`config.mk`:
```
export PLATFORM = sky130hd
export DESIGN_NAME = sram_controller
export DESIGN_NICKNAME = d
export VERILOG_FILES = /design/src/rtl/sram_controller.sv
export SDC_FILE = /design/constraint.sdc
export NUM_CORES = 1
export LEC_CHECK = 0
export CAP_MARGIN = 20
export CORE_MARGIN = 5
export CORE_UTILIZATION = 45
export CTS_BUF_LIST = sky130_fd_sc_hd__clkbuf_16
export DETAILED_ROUTE_END_ITERATION = 10
export PLACE_DENSITY = 0.86
export SLEW_MARGIN = 20
export SYNTH_ARGS = -nofsm -noshare
export SYNTH_HDL_FRONTEND = slang
export SYNTH_SLANG_ARGS = --single-unit
export TNS_END_PERCENT = 20
```
`constraint.sdc`:
```
create_clock -name CLK -period 2.44 [get_ports CLK]
set_input_delay 0.488 -clock CLK [delete_from_list [all_inputs] [get_ports CLK]]
set_output_delay 0.488 -clock CLK [all_outputs]
set_load 0.01 [all_outputs]
```
`src/rtl/sram_controller.sv`:
```
// Two-phase 16-bit SRAM access engine serving 32-bit MEM-stage loads/stores.
// READY low freezes the pipeline while a transaction is in flight.
module sram_controller #(
  parameter int unsigned ACCESS_CYCLES = 2,
  parameter logic [31:0] BASE_ADDR     = 32'd1024
) (
  input  logic        CLK,
  input  logic        RST,
  input  logic        RD_EN,
  input  logic        WR_EN,
  input  logic [31:0] ADDRESS,
  input  logic [31:0] WRITE_DATA,
  output logic [31:0] READ_DATA,
  output logic        READY,
  output logic [17:0] SRAM_ADDR,
  output logic [15:0] SRAM_DQ_OUT,
  input  logic [15:0] SRAM_DQ_IN,
  output logic        SRAM_DQ_OE,
  output logic        SRAM_WE_N
);

  localparam logic [1:0] S_IDLE = 2'd0;
  localparam logic [1:0] S_LOW  = 2'd1;
  localparam logic [1:0] S_HIGH = 2'd2;
  localparam logic [1:0] S_DONE = 2'd3;

  localparam logic [3:0] LAST_PHASE = 4'(ACCESS_CYCLES - 1);

  logic [1:0]  state_q, state_d;
  logic [3:0]  phase_q, phase_d;
  logic        is_wr_q, is_wr_d;
  logic [16:0] word_q, word_d;
  logic [15:0] wd_hi_q, wd_hi_d;
  logic [15:0] rd_lo_q, rd_lo_d;
  logic [31:0] read_data_q, read_data_d;
  logic [17:0] sram_addr_q, sram_addr_d;
  logic [15:0] dq_out_q, dq_out_d;
  logic        dq_oe_q, dq_oe_d;
  logic        we_n_q, we_n_d;

  logic [31:0] offset;
  logic [16:0] word;
  logic        unused_offset_bits;

  assign offset             = ADDRESS - BASE_ADDR;
  assign word               = offset[18:2];
  assign unused_offset_bits = ^{offset[31:19], offset[1:0]};

  always_comb begin
    state_d     = state_q;
    phase_d     = phase_q;
    is_wr_d     = is_wr_q;
    word_d      = word_q;
    wd_hi_d     = wd_hi_q;
    rd_lo_d     = rd_lo_q;
    read_data_d = read_data_q;
    sram_addr_d = sram_addr_q;
    dq_out_d    = dq_out_q;
    dq_oe_d     = dq_oe_q;
    we_n_d      = we_n_q;
    case (state_q)
      S_IDLE: begin
        if (RD_EN || WR_EN) begin
          // Bus outputs for the low half are loaded on the same edge that enters LOW.
          state_d     = S_LOW;
          phase_d     = '0;
          is_wr_d     = WR_EN;
          word_d      = word;
          wd_hi_d     = WRITE_DATA[31:16];
          sram_addr_d = {word, 1'b0};
          dq_out_d    = WRITE_DATA[15:0];
          dq_oe_d     = WR_EN;
          we_n_d      = ~WR_EN;
        end
      end
      S_LOW: begin
        if (phase_q == LAST_PHASE) begin
          state_d     = S_HIGH;
          phase_d     = '0;
          rd_lo_d     = SRAM_DQ_IN;
          sram_addr_d = {word_q, 1'b1};
          dq_out_d    = wd_hi_q;
        end else begin
          phase_d = phase_q + 4'd1;
        end
      end
      S_HIGH: begin
        if (phase_q == LAST_PHASE) begin
          state_d = S_DONE;
          phase_d = '0;
          dq_oe_d = 1'b0;
          we_n_d  = 1'b1;
          if (!is_wr_q) read_data_d = {SRAM_DQ_IN, rd_lo_q};
        end else begin
          phase_d = phase_q + 4'd1;
        end
      end
      S_DONE:  state_d = S_IDLE;
      default: state_d = S_IDLE;
    endcase
  end

  always_ff @(posedge CLK or negedge RST) begin
    if (!RST) begin
      state_q     <= S_IDLE;
      phase_q     <= '0;
      is_wr_q     <= 1'b0;
      word_q      <= '0;
      wd_hi_q     <= '0;
      rd_lo_q     <= '0;
      read_data_q <= '0;
      sram_addr_q <= '0;
      dq_out_q    <= '0;
      dq_oe_q     <= 1'b0;
      we_n_q      <= 1'b1;
    end else begin
      state_q     <= state_d;
      phase_q     <= phase_d;
      is_wr_q     <= is_wr_d;
      word_q      <= word_d;
      wd_hi_q     <= wd_hi_d;
      rd_lo_q     <= rd_lo_d;
      read_data_q <= read_data_d;
      sram_addr_q <= sram_addr_d;
      dq_out_q    <= dq_out_d;
      dq_oe_q     <= dq_oe_d;
      we_n_q      <= we_n_d;
    end
  end

  assign READY       = ((state_q == S_IDLE) && !RD_EN && !WR_EN) || (state_q == S_DONE);
  assign READ_DATA   = read_data_q;
  assign SRAM_ADDR   = sram_addr_q;
  assign SRAM_DQ_OUT = dq_out_q;
  assign SRAM_DQ_OE  = dq_oe_q;
  assign SRAM_WE_N   = we_n_q;

endmodule

```
==> impl.org <==
** Clock network
- Buffers inserted during clock tree synthesis total 17.
- Clk sink count :: 124
- Clock root cell :: sky130_fd_sc_hd__clkbuf_16
- Clock latency reported for the late side of the worst-skew pair :: 0.42 ns
- TritonCTS built the clock tree.
- No sink is reached through more buffers than the 2 on the longest clock path.
- H-tree levels :: 4
- Clock edge transition at the registers on the reported setup and hold paths :: 0.06 ns

** Synthesis
- In this run, distinct cell masters in the synthesized netlist total 38.
- Summed over all instances, the cell type with the most area after synthesis is sky130_fd_sc_hd__dfrtp_1.
- Area share of the largest cell type after synthesis :: 57.5%
- In this run, synthesis inferred 0 flip-flops with an integrated enable.
- In this run, synthesis produced a sequential element count of 124.
- sky130_fd_sc_hd__dfrtp_1 is the most common cell in the netlist.
- Synthesized instance count :: 407
- After synthesis the cells add up to 5360 sq um.
- Ranked by total cell area, the synthesized netlist is headed by sky130_fd_sc_hd__dfrtp_1 57%, sky130_fd_sc_hd__mux2_2 9.3%, sky130_fd_sc_hd__mux2_4 8.4%, sky130_fd_sc_hd__mux2i_1 4.9%, sky130_fd_sc_hd__o21ai_0 3.8%.
- The Yosys step of the flow raised 0 warnings.
- Async set-reset flop share out of synthesis :: 100%
- Post-Syn Nets :: 499
- Portion of the post-synthesis area used by sequential elements :: 58.0%
- Dividing the synthesized area by the synthesized cell count gives 13.2 sq um.
- For this run, the leading register cell type out of synthesis is sky130_fd_sc_hd__dfrtp_1.
- By count the netlist is led by 123 x sky130_fd_sc_hd__dfrtp_1, 49 x sky130_fd_sc_hd__nand2_1, 44 x sky130_fd_sc_hd__mux2_2, 41 x sky130_fd_sc_hd__o21ai_0, 30 x sky130_fd_sc_hd__mux2_4.

** Power
- Across the VDD grid, the largest voltage drop is 0.797 mV.
- Power density of the placed cells :: 1450 nW/um^2
- The analysis attributes to cell leakage a power of 3.40 nW.
- Power comes to 11.1 mW.

** Outcome
- Outcome :: finished clean

** Floorplan
- Top Ports :: 153
- After floorplanning, the core was divided into 39 placement rows.
- The initial utilization of the core area, before any placement, comes to 46.3%.
- Chip height :: 119 um
- The die is 119 um wide.
- Area of the core :: 11600 sq um
- Die area :: 14200 sq um

** Critical path
- At the worst endpoint, the required time is 1.95 ns.
- Worst setup path endpoint :: READY
- Crit path kind :: flop to output port
- The worst register-to-register path begins at phase_q[1].
- Crit. End Element :: output port
- Setup crit start :: state_q[1]
- Terminus of the critical flop-to-flop path :: READ_DATA[24]
- For flop-to-flop paths, the worst setup slack is 0.24 ns.
- Critical Path Start Type :: flop
- Arrival time worst endpoint :: 1.79 ns
- In this run the worst path has a maximum fanout of 4.
- Worst Reg2Reg Path Length in Cells :: 6

** STA
- Max Transition Viols Final :: 0
- The smallest clock period supported by the final layout is computed as 2.27 ns.
- Of the available clock period, the critical path in the final layout requires 93.2%.
- Unrepaired setup endpoints after global routing :: no
- The total count of hold-check failures in the final report came to 0.
- Worst rel slew slack :: 69.7%
- Count of endpoints failing setup in the final report :: 0
- Least-Margin Pin Slew :: 0.450 ns
- Setup_tns :: 0 ns
- Based on the critical path, the design can be clocked at up to 440 MHz.
- The clock arrives with 0.00572 ns of skew.

** Cells and area
- Net count, final :: 647
- In the final layout, the share of cells above drive strength 1 is 22.4%.
- Layout Cell Area excl Fill :: 7630 sq um
- Area Growth Syn to Fin :: 42.5%
- The finished layout holds 711 standard cells, fillers aside.
- Filler cell count in the final layout :: 837
- Number of diodes :: 0

** Placement
- Routability-driven placement finished with a final weighted congestion of 0.805.
- Counting tap cells, the placed design contains a total of 677 instances.
- In this run the cell area measured after placement is 6940 sq um.
- After legalization and detailed placement, the total HPWL measured 8910 um.
- Number of input and output port buffers inserted :: 137

** Route
- Number of vias per cell after detailed routing :: 5.22
- Once detail routing completed, the nets flagged for antenna violations numbered 0.
- Violation count after the first detailed-route iteration :: 225
- After detailed routing, the average wire length per cell comes to 17.3 um.
- Via count :: 3708
- Pre-antenna DRT Iters :: 4
- Wires add up to 12300 um.
- In the routed design, unresolved DRC markers number 0.

** GRT
- Wire length of the first global-routing pass :: 20300 um
- Entering global routing, the biggest net connects 82 pins.
- Total track usage :: 18.2%
- Final global-route overflow total :: 0
- Number of global-route vias before repair :: 3961
- The initial antenna violation count is 0.

** Min path
- The tightest min-delay check is of the input port to async pin type.

** Run
- Total of max-cap violations :: 0
==> cells in the final DEF, fill, tap and decap left out, types with 2 or more instances in the layout <==
cell type                         count
sky130_fd_sc_hd__nor2_1               5
sky130_fd_sc_hd__a22o_1               2
sky130_fd_sc_hd__o21ai_4              2
sky130_fd_sc_hd__nor3_1               2
sky130_fd_sc_hd__clkbuf_16           17
sky130_fd_sc_hd__bufinv_16            7
sky130_fd_sc_hd__inv_2                2
sky130_fd_sc_hd__buf_4               10
sky130_fd_sc_hd__mux2_2              44
sky130_fd_sc_hd__xnor2_1              4
sky130_fd_sc_hd__clkinv_2             2
sky130_fd_sc_hd__nand2b_1             3
sky130_fd_sc_hd__mux2i_1             26
sky130_fd_sc_hd__o21a_1               3
sky130_fd_sc_hd__nor4_1               2
sky130_fd_sc_hd__ha_1                 7
sky130_fd_sc_hd__inv_1                5
sky130_fd_sc_hd__clkinv_1             3
sky130_fd_sc_hd__buf_12               5
sky130_fd_sc_hd__nand3_1              6
sky130_fd_sc_hd__xor2_1               3
sky130_fd_sc_hd__nand2_1             49
sky130_fd_sc_hd__nor3b_1              3
sky130_fd_sc_hd__clkdlybuf4s50_1    135
sky130_fd_sc_hd__mux2_4              30
sky130_fd_sc_hd__o21ai_0             41
sky130_fd_sc_hd__a21oi_1              6
sky130_fd_sc_hd__dfrtp_1            123
sky130_fd_sc_hd__o211ai_1             4
==> stage by stage <==
step | setup WS, ns | hold WS (ns) | utilization [%]
after floorplan | 0.418 | 0.192 | -
after global placement | 0.0440 | 0.354 | 60.0
after detailed placement | 0.0216 | 0.361 | 60.0
after CTS | 0.128 | 0.449 | 66.0
after global routing | 0.0580 | 0.478 | 66.0
final | 0.165 | 0.466 | 66.0
==> per-layer routing <==
| layer | GRT usage, % | vias up | wire length [um] |
|---|---|---|---|
| li1 | - | 1720 | - |
| met1 | 22.2 | 1807 | 5140 |
| met2 | 28.5 | 152 | 5870 |
| met3 | 7.11 | 29 | 990 |
| met4 | 8.54 | 0 | 298 |
| met5 | 0 | - | 0 |
==> state kept, by name (all words and copies together) (netlist names) <==
signal,flops
phase_q,4
word_q,17
READ_DATA,32
SRAM_WE_N,1
wd_hi_q,16
state_q,2
is_wr_q,1
rd_lo_q,16
SRAM_DQ_OUT,16
SRAM_ADDR,18
SRAM_DQ_OE,1
==> kinds of logic after synthesis <==
kind of cell / synth area share (%)
buffers and inverters: 3.18
xor gates and xnor gates: 1.14
adders and majority gates: 1.87
and+or+nand+nor: 6.43
AOI/OAI and AO/OA: 6.89
muxes: 22.5
DFF: 58.0
==> critical path: stages, from the launching register on <==
cell and delay (ns):
sky130_fd_sc_hd__dfrtp_1 0.41, sky130_fd_sc_hd__inv_2 0.09, sky130_fd_sc_hd__ha_1 0.16, sky130_fd_sc_hd__or3b_1 0.37
sky130_fd_sc_hd__nand2b_1 0.08, sky130_fd_sc_hd__dlygate4sd2_1 0.26
==> cell type report <==
| type | instances | area (sq um) | area share, % |
|---|---|---|---|
| inverter | 6 | 22.5 | 0.295 |
| multi-input combinational | 254 | 2100 | 27.6 |
| clock buffer | 17 | 425 | 5.58 |
| clock inverter | 15 | 251 | 3.30 |
| timing repair buffer | 152 | 1550 | 20.3 |
| sequential | 124 | 3100 | 40.7 |
| tap | 143 | 179 | 2.35 |
==> report_power, final <==
part | leakage [nW] | total [mW] | switching [mW] | internal (mW)
combinational | 1.57 | 4.52 | 1.94 | 2.58
clock | 0.331 | 2.87 | 0.874 | 2.00
sequential | 1.51 | 3.71 | 0.588 | 3.12
total | 3.40 | 11.1 | 3.41 | 7.69
==> repair_timing <==
| action | 4_1_cts | 5_1_grt |
|---|---|---|
| gates resized for setup | 3 | 0 |
| buffers inserted | 1 | 0 |
| hold buffers | 1 | 0 |
| setup endpoints to repair | 1 | 0 |
| endpoints found under the hold margin | 13 | 0 |
==> worst min path at each step <==
stage	from	endpoint	slack (ns)
5_1_grt	RST	READ_DATA[2]	0.48
2_1_floorplan	RST	READ_DATA[0]	0.19
6_report	RST	READ_DATA[2]	0.47
3_3_place_gp	RST	READ_DATA[18]	0.35
4_1_cts	RST	READ_DATA[18]	0.45
3_5_place_dp	RST	READ_DATA[18]	0.36
No activity file was read; power rests on OpenSTA's default activity.
